$ cat src/rtl/sdram_requester_pkg.sv
// Shared definitions for the CPU-side SDRAM requester and its controller:
// bus widths, parameter defaults, one-hot FSM state encoding, the command
// payload and a saturating-increment helper.
package sdram_requester_pkg;

  localparam int unsigned ADDR_W          = 22;
  localparam int unsigned DATA_W          = 32;
  localparam int unsigned ERR_CNT_W       = 8;
  localparam int unsigned TIMEOUT_DEFAULT = 1023;
  localparam logic [DATA_W-1:0] ERR_DATA_DEFAULT = 32'hffff_ffff;

  // One-hot so each request output is a single state bit.
  typedef enum logic [3:0] {
    ST_IDLE   = 4'b0001,
    ST_RD_REQ = 4'b0010,
    ST_WR_REQ = 4'b0100,
    ST_REL    = 4'b1000
  } state_e;

  // Command payload as presented by the CPU datapath.
  typedef struct packed {
    logic              write;
    logic [ADDR_W-1:0] addr;
    logic [DATA_W-1:0] wdata;
  } cmd_t;

  // Increment that sticks at all-ones.
  function automatic logic [ERR_CNT_W-1:0] sat_inc(input logic [ERR_CNT_W-1:0] v);
    return (v == '1) ? v : v + ERR_CNT_W'(1);
  endfunction

endpackage

$ cat src/rtl/sdram_requester_if.sv
// SDRAM level-handshake bus between the CPU requester and the RAM controller.
//   sdram_addr, sdram_data_in : registered address / write data (requester -> controller)
//   sdram_req, sdram_write    : read / write request levels      (requester -> controller)
//   sdram_data_out            : read data                        (controller -> requester)
//   sdram_ready, sdram_done   : read / write acknowledge levels  (controller -> requester)
interface sdram_requester_if;
  import sdram_requester_pkg::*;

  logic [ADDR_W-1:0] sdram_addr;
  logic [DATA_W-1:0] sdram_data_in;
  logic              sdram_req;
  logic              sdram_write;
  logic [DATA_W-1:0] sdram_data_out;
  logic              sdram_ready;
  logic              sdram_done;

  modport master (
    output sdram_addr, sdram_data_in, sdram_req, sdram_write,
    input  sdram_data_out, sdram_ready, sdram_done
  );

  modport slave (
    input  sdram_addr, sdram_data_in, sdram_req, sdram_write,
    output sdram_data_out, sdram_ready, sdram_done
  );

endinterface

$ cat src/rtl/sdram_req_timer.sv
// Request timeout counter.
//   clk, reset : clock, synchronous active-high reset
//   clear      : zero the count (asserted on command accept)
//   enable     : count this cycle (request outstanding)
//   expired_c  : combinational, count has reached TIMEOUT while enabled
// The count stops at TIMEOUT and never wraps.
module sdram_req_timer
  import sdram_requester_pkg::*;
#(
  parameter int unsigned TIMEOUT = TIMEOUT_DEFAULT
) (
  input  logic clk,
  input  logic reset,
  input  logic clear,
  input  logic enable,
  output logic expired_c
);

  localparam int unsigned CNT_W = (TIMEOUT < 1) ? 1 : $clog2(TIMEOUT + 1);
  localparam logic [CNT_W-1:0] CNT_MAX = CNT_W'(TIMEOUT);

  logic [CNT_W-1:0] cnt_q;
  logic [CNT_W-1:0] cnt_d;

  // Next count: clear wins, otherwise count up to the limit.
  always_comb begin
    cnt_d = cnt_q;
    if (clear) begin
      cnt_d = '0;
    end else if (enable && (cnt_q != CNT_MAX)) begin
      cnt_d = cnt_q + CNT_W'(1);
    end
  end

  always_ff @(posedge clk) begin
    if (reset) begin
      cnt_q <= '0;
    end else begin
      cnt_q <= cnt_d;
    end
  end

  assign expired_c = enable && (cnt_q == CNT_MAX);

endmodule

$ cat src/rtl/sdram_requester.sv
// CPU-side initiator for the SDRAM level handshake. Accepts one command at a
// time, holds address/data stable, raises sdram_req or sdram_write until the
// controller acknowledges (or the timer expires), then waits for the
// acknowledge to fall before taking the next command.
//   clk, reset          : CPU clock, synchronous active-high reset
//   cmd_valid/cmd_ready : command handshake; cmd_write, cmd_addr, cmd_wdata payload
//   rsp_valid           : one-cycle completion strobe, qualified by rsp_error
//   rsp_rdata           : read data (ERR_DATA on read timeout), held between strobes
//   busy                : FSM not idle
//   err_count           : saturating timeout count
//   sdram               : master side of the SDRAM handshake bus
module sdram_requester
  import sdram_requester_pkg::*;
#(
  parameter int unsigned       TIMEOUT  = TIMEOUT_DEFAULT,
  parameter logic [DATA_W-1:0] ERR_DATA = ERR_DATA_DEFAULT
) (
  input  logic                 clk,
  input  logic                 reset,
  input  logic                 cmd_valid,
  output logic                 cmd_ready,
  input  logic                 cmd_write,
  input  logic [ADDR_W-1:0]    cmd_addr,
  input  logic [DATA_W-1:0]    cmd_wdata,
  output logic                 rsp_valid,
  output logic [DATA_W-1:0]    rsp_rdata,
  output logic                 rsp_error,
  output logic                 busy,
  output logic [ERR_CNT_W-1:0] err_count,
  sdram_requester_if.master    sdram
);

  state_e                state_q, state_d;
  logic [ADDR_W-1:0]     addr_q, addr_d;
  logic [DATA_W-1:0]     wdata_q, wdata_d;
  logic                  rsp_valid_q, rsp_valid_d;
  logic [DATA_W-1:0]     rsp_rdata_q, rsp_rdata_d;
  logic                  rsp_error_q, rsp_error_d;
  logic [ERR_CNT_W-1:0]  err_count_q, err_count_d;
  logic                  busy_q, busy_d;

  cmd_t cmd_c;
  logic timer_clear_c;
  logic timer_en_c;
  logic timer_expired_c;

  assign cmd_c = '{write: cmd_write, addr: cmd_addr, wdata: cmd_wdata};

  // A stale acknowledge from the previous operation blocks new commands.
  assign cmd_ready  = (state_q == ST_IDLE) && !sdram.sdram_ready && !sdram.sdram_done;
  assign timer_en_c = (state_q == ST_RD_REQ) || (state_q == ST_WR_REQ);

  sdram_req_timer #(
    .TIMEOUT (TIMEOUT)
  ) u_timer (
    .clk       (clk),
    .reset     (reset),
    .clear     (timer_clear_c),
    .enable    (timer_en_c),
    .expired_c (timer_expired_c)
  );

  // Next-state and response logic; acknowledge takes priority over timeout.
  always_comb begin
    state_d       = state_q;
    addr_d        = addr_q;
    wdata_d       = wdata_q;
    rsp_valid_d   = 1'b0;
    rsp_rdata_d   = rsp_rdata_q;
    rsp_error_d   = 1'b0;
    err_count_d   = err_count_q;
    timer_clear_c = 1'b0;

    case (state_q)
      ST_IDLE: begin
        if (cmd_valid && cmd_ready) begin
          addr_d        = cmd_c.addr;
          wdata_d       = cmd_c.wdata;
          timer_clear_c = 1'b1;
          state_d       = cmd_c.write ? ST_WR_REQ : ST_RD_REQ;
        end
      end
      ST_RD_REQ: begin
        if (sdram.sdram_ready) begin
          rsp_valid_d = 1'b1;
          rsp_rdata_d = sdram.sdram_data_out;
          state_d     = ST_REL;
        end else if (timer_expired_c) begin
          rsp_valid_d = 1'b1;
          rsp_error_d = 1'b1;
          rsp_rdata_d = ERR_DATA;
          err_count_d = sat_inc(err_count_q);
          state_d     = ST_REL;
        end
      end
      ST_WR_REQ: begin
        if (sdram.sdram_done) begin
          rsp_valid_d = 1'b1;
          state_d     = ST_REL;
        end else if (timer_expired_c) begin
          rsp_valid_d = 1'b1;
          rsp_error_d = 1'b1;
          err_count_d = sat_inc(err_count_q);
          state_d     = ST_REL;
        end
      end
      ST_REL: begin
        if (!sdram.sdram_ready && !sdram.sdram_done) begin
          state_d = ST_IDLE;
        end
      end
      default: begin
        state_d = ST_IDLE;
      end
    endcase

    busy_d = (state_d != ST_IDLE);
  end

  always_ff @(posedge clk) begin
    if (reset) begin
      state_q     <= ST_IDLE;
      addr_q      <= '0;
      wdata_q     <= '0;
      rsp_valid_q <= 1'b0;
      rsp_rdata_q <= '0;
      rsp_error_q <= 1'b0;
      err_count_q <= '0;
      busy_q      <= 1'b0;
    end else begin
      state_q     <= state_d;
      addr_q      <= addr_d;
      wdata_q     <= wdata_d;
      rsp_valid_q <= rsp_valid_d;
      rsp_rdata_q <= rsp_rdata_d;
      rsp_error_q <= rsp_error_d;
      err_count_q <= err_count_d;
      busy_q      <= busy_d;
    end
  end

  // Request levels are pure state decodes.
  assign sdram.sdram_req     = (state_q == ST_RD_REQ);
  assign sdram.sdram_write   = (state_q == ST_WR_REQ);
  assign sdram.sdram_addr    = addr_q;
  assign sdram.sdram_data_in = wdata_q;

  assign rsp_valid = rsp_valid_q;
  assign rsp_rdata = rsp_rdata_q;
  assign rsp_error = rsp_error_q;
  assign err_count = err_count_q;
  assign busy      = busy_q;

endmodule

$ cat src/flat_wrapper.sv
// flat-port wrapper written by rule: the top's interface ports become plain ports
module sdram_requester_flat import sdram_requester_pkg::*;
#(
  parameter int unsigned       TIMEOUT  = TIMEOUT_DEFAULT,
  parameter logic [DATA_W-1:0] ERR_DATA = ERR_DATA_DEFAULT
)
  (clk, reset, cmd_valid, cmd_ready, cmd_write, cmd_addr, cmd_wdata, rsp_valid, rsp_rdata, rsp_error, busy, err_count, sdram_sdram_addr, sdram_sdram_data_in, sdram_sdram_req, sdram_sdram_write, sdram_sdram_data_out, sdram_sdram_ready, sdram_sdram_done);
  sdram_requester_if sdram_i ();
  input  logic clk;
  input  logic reset;
  input  logic cmd_valid;
  output logic cmd_ready;
  input  logic cmd_write;
  input  logic [ADDR_W-1:0] cmd_addr;
  input  logic [DATA_W-1:0] cmd_wdata;
  output logic rsp_valid;
  output logic [DATA_W-1:0] rsp_rdata;
  output logic rsp_error;
  output logic busy;
  output logic [ERR_CNT_W-1:0] err_count;
  output wire logic [$bits(sdram_i.sdram_addr)-1:0] sdram_sdram_addr;
  output wire logic [$bits(sdram_i.sdram_data_in)-1:0] sdram_sdram_data_in;
  output wire logic [$bits(sdram_i.sdram_req)-1:0] sdram_sdram_req;
  output wire logic [$bits(sdram_i.sdram_write)-1:0] sdram_sdram_write;
  input wire logic [$bits(sdram_i.sdram_data_out)-1:0] sdram_sdram_data_out;
  input wire logic [$bits(sdram_i.sdram_ready)-1:0] sdram_sdram_ready;
  input wire logic [$bits(sdram_i.sdram_done)-1:0] sdram_sdram_done;
  assign sdram_sdram_addr = sdram_i.sdram_addr;
  assign sdram_sdram_data_in = sdram_i.sdram_data_in;
  assign sdram_sdram_req = sdram_i.sdram_req;
  assign sdram_sdram_write = sdram_i.sdram_write;
  assign sdram_i.sdram_data_out = sdram_sdram_data_out;
  assign sdram_i.sdram_ready = sdram_sdram_ready;
  assign sdram_i.sdram_done = sdram_sdram_done;
  sdram_requester #(.TIMEOUT(TIMEOUT), .ERR_DATA(ERR_DATA)) u_core (.clk(clk), .reset(reset), .cmd_valid(cmd_valid), .cmd_ready(cmd_ready), .cmd_write(cmd_write), .cmd_addr(cmd_addr), .cmd_wdata(cmd_wdata), .rsp_valid(rsp_valid), .rsp_rdata(rsp_rdata), .rsp_error(rsp_error), .busy(busy), .err_count(err_count), .sdram(sdram_i));
endmodule
$ cat config.mk
export PLATFORM = sky130hd
export DESIGN_NAME = sdram_requester_flat
export DESIGN_NICKNAME = d
export VERILOG_FILES = /design/src/rtl/sdram_requester_pkg.sv /design/src/rtl/sdram_requester_if.sv /design/src/rtl/sdram_req_timer.sv /design/src/rtl/sdram_requester.sv /design/src/flat_wrapper.sv
export SDC_FILE = /design/constraint.sdc
export NUM_CORES = 1
export LEC_CHECK = 0
export BUFFER_PORTS_ARGS = -buffer_cell sky130_fd_sc_hd__buf_2
export CORE_MARGIN = 8
export CORE_UTILIZATION = 50
export DETAILED_ROUTE_END_ITERATION = 10
export GPL_TIMING_DRIVEN = 0
export PLACE_DENSITY = 0.84
export SYNTH_ARGS = -nofsm -noshare
export SYNTH_HDL_FRONTEND = slang
export SYNTH_SLANG_ARGS = --single-unit
$ cat constraint.sdc
create_clock -name clk -period 5.2 [get_ports clk]
set_clock_uncertainty 0.1 [all_clocks]
set_input_delay 1.56 -clock clk [delete_from_list [all_inputs] [get_ports clk]]
set_output_delay 1.56 -clock clk [all_outputs]
set_load 0.03 [all_outputs]
==> results.md <==
* Clock root cell: clkbuf_8
* Die Width at 108 um
* Worst-Skew Late Latency at approximately 360 ps
* Worst Hold Depth at 2
* DIE AREA at about 0.012 mm2
* Area share of the leading cell type in the synthesized netlist at roughly 52%
* Area of the multi-input gates at 0.00184 mm2
* Yosys reg bits at 111
* First-pass detailed-route iteration total at 5
* Static leakage at between 2 and 3 nW
* Critical Path Fanout Max at 6
* Mean post-synth cell area at ~9.3 um2
* Worst vdd ir at ~0.00021 V
* Worst-margin pin slew at around 520 ps
* Highest metal used: met4
* Mapped Area at 0.00426 mm2
* Wire per inst at between 15 and 20 um
* Met3 WL post-DR at 1320 um
* Met1 Wirelength at 4950 um
* Min-delay src: u_core.sdram.sdram_addr[6]$_SDFFE_PP0P_
* Post_cts resized at 0
* CP Cell Sequence: buf_2 > nor2_1 > and3_1 > buf_2
* Number of vias in the routed layout at just over 4000
* CTS clk-pin slew, worst paths at 100 ps
* Hold Buf Count CTS at 0
* Outcome: complete, no violations
* Total CTS buffers at 9
* Share of cells above drive strength 1 at roughly 40%
* Die Ht at 108 um
* Mapped Cells at roughly 460
* Slowest Stage Delay on Critical Path at approximately 230 ps
* FP Rows at 33
* Yosys top cell by area: dfxtp_1
* Top_reg_cell synth: dfxtp_1
* Largest cells by area after synthesis: dfxtp_1 (52%), nand2_1 (10%), o221a_2 (8.5%)
* Vias in the first global route at around 4100
* Synth Warn # at 0
* Setup TNS at 0 ps
* Ports at between 150 and 200
* Max Cap Viol at 0
* Diodes inserted at 0
* Post-CTS setup repair buffer count at 0
* Final Hold Fails at 0
* Synth unique cells at slightly below 50
* NumNets Final at 755
* Detailed placement HPWL at 9700 um
* Drt drc at 0
* Final setup viols at 0
* H-tree levels at 3
* Area post-placement at around 0.0053 mm2
* Initial antenna violation count at 0
* Final instance area at 0.00555 mm2
* Initial Util at about half
* CTS max path bufs at 2
* Period minus WS final at between 3000 and 4000 ps
* Area added between synthesis and finish at 30.2%
* Largest net degree at the start of global routing at 20
* DRT Wirelength at 12400 um
* Reg-to-reg startpoint: u_core.u_timer.cnt_q[0]$_SDFFE_PP0P_
* Worst path slowest cell: nor2_1
* GR Overflow Total at 0
* Remaining antenna violation count at 0
* Input/output buffers at 191
* CP arrival at about 2300 ps
* Flip-flop and latch area at about 0.0022 mm2
* Max-slew violation count at 0
* Worst Setup Start Kind: input pin
* Fill count at about 710
* First-pass GRT wire length at roughly 19000 um
* Gr usage total at 20.2%
* Most frequent cell after synthesis: nand2_1
* PnR worst setup slack at between 1000 and 1500 ps
* DP Worst Slack at 1230 ps
* WL met2 at between 5000 and 6000 um
* Worst setup EP type: primary output
* WHS at between 300 and 400 ps
* Cell mode on critical path: buf_2
* Register area share after synthesis at between 50% and 60%
* Hold Crit Class: reg -> reg
* Period utilization at between 70% and 80%
* Critical Path RT at around 3500 ps
* CTS tree: built
* R2R depth at 7
* Family with the most delay on the worst path: simple AND/OR/NAND/NOR gates
* Pwr Density at 280 mW/mm2
* DR vias/cell at between 5 and 6
* RSZ-0062 raised after global routing: false
* Async set-reset flop share out of synthesis at 0%
* Number of flops mapped to enable cells by yosys at 0
* Number of DRC markers in iteration 0 at approximately 160
* Worst Hold End: u_core.sdram.sdram_addr[6]$_SDFFE_PP0P_
* Critical path type: in -> out
* Final GP Congestion at between 0.8 and 0.9
* CP Buf/Inv Count at 2
* Critical R2R Capture: u_core.err_count[6]$_SDFFE_PP0P_
* Max-slew headroom at about two thirds
* FF-to-FF setup slack at 2900 ps
* Post-Syn Nets at 553
* Maximum clock rate at ~0.25 GHz
* CORE AREA at about 0.0083 mm2
* CTS sink cnt at 111
* Top post-synthesis cells by count: nand2_1 (114), dfxtp_1 (111), a21oi_1 (61)
## layer usage
metal | up-vias | global-route usage [%]
met2 | 162 | 34.2
met4 | 0 | 6.06
met1 | 1921 | 22.7
li1 | 2010 | -
met5 | - | 0
met3 | 11 | 8.57
## placed cells by master (no fill, tap or decap), drive strengths merged, types with 6 or more instances in the layout
master and instances:
o21ai 7, a21oi 61, nand2 114, or3 6, dfxtp 111, xnor2 7
nand4 6, o221a 32, nor2 18, clkbuf 27, xor2 6, inv 9
buf 205, nand3 10
## flip-flops by register name (all words and copies together), names as in the netlist
signal	cells
u_core.busy	1
u_core.err_count	8
u_core.rsp_error	1
u_core.rsp_rdata	32
u_core.rsp_valid	1
u_core.sdram.sdram_addr	22
u_core.sdram.sdram_data_in	32
u_core.state_q	4
u_core.u_timer.cnt_q	10
## layout make-up
class,instances,area share [%]
repair buffers,191,17.2
multi-input cells,308,33.1
well taps,105,2.37
clock buffers,9,2.23
clock inverters,6,1.38
inverters,7,0.474
flip-flops and latches,111,40.1
plain buffers,33,3.18
## worst min-delay path: stages (launching register included)
cell     delay (ps)
dfxtp_1         320
nand2_1          50
a21oi_1          50
## cell families after synthesis
family / count (synthesis) / synth area share, %
AND/OR/NAND/NOR: 175 / 19.3
AO/OA/AOI/OAI: 116 / 19.9
flip-flops: 111 / 52.2
buffers and inverters: 40 / 4.76
XOR/XNOR: 13 / 2.85
multiplexers: 2 / 0.470
adder cells (fa/ha/maj): 2 / 0.587
## per-stage QoR
step	instances	power (mW)	util, %
after global routing	770	1.62	67.2
after floorplan	459	0.977	-
after detailed placement	755	1.04	64.8
after CTS	770	1.57	67.2
after global placement	755	1.04	64.8
final	770	1.55	67.2
## worst max-delay path by stage
stage / startpoint / to / slack, ps / cells past startpoint
after floorplan: sdram_sdram_ready / cmd_ready / 1450 / 2
after global placement: sdram_sdram_ready / cmd_ready / 1250 / 4
after detailed placement: sdram_sdram_ready / cmd_ready / 1230 / 4
after CTS: sdram_sdram_ready / cmd_ready / 1220 / 4
after global routing: sdram_sdram_ready / cmd_ready / 1150 / 4
final: sdram_sdram_ready / cmd_ready / 1200 / 4
## report_power, final
part	total, mW	switching (mW)	internal, mW
Sequential	0.876	0.00946	0.866
Clock	0.526	0.297	0.229
Combinational	0.149	0.0939	0.0554
Total	1.55	0.400	1.15
Note: power is estimated with default switching activity, not from simulation.
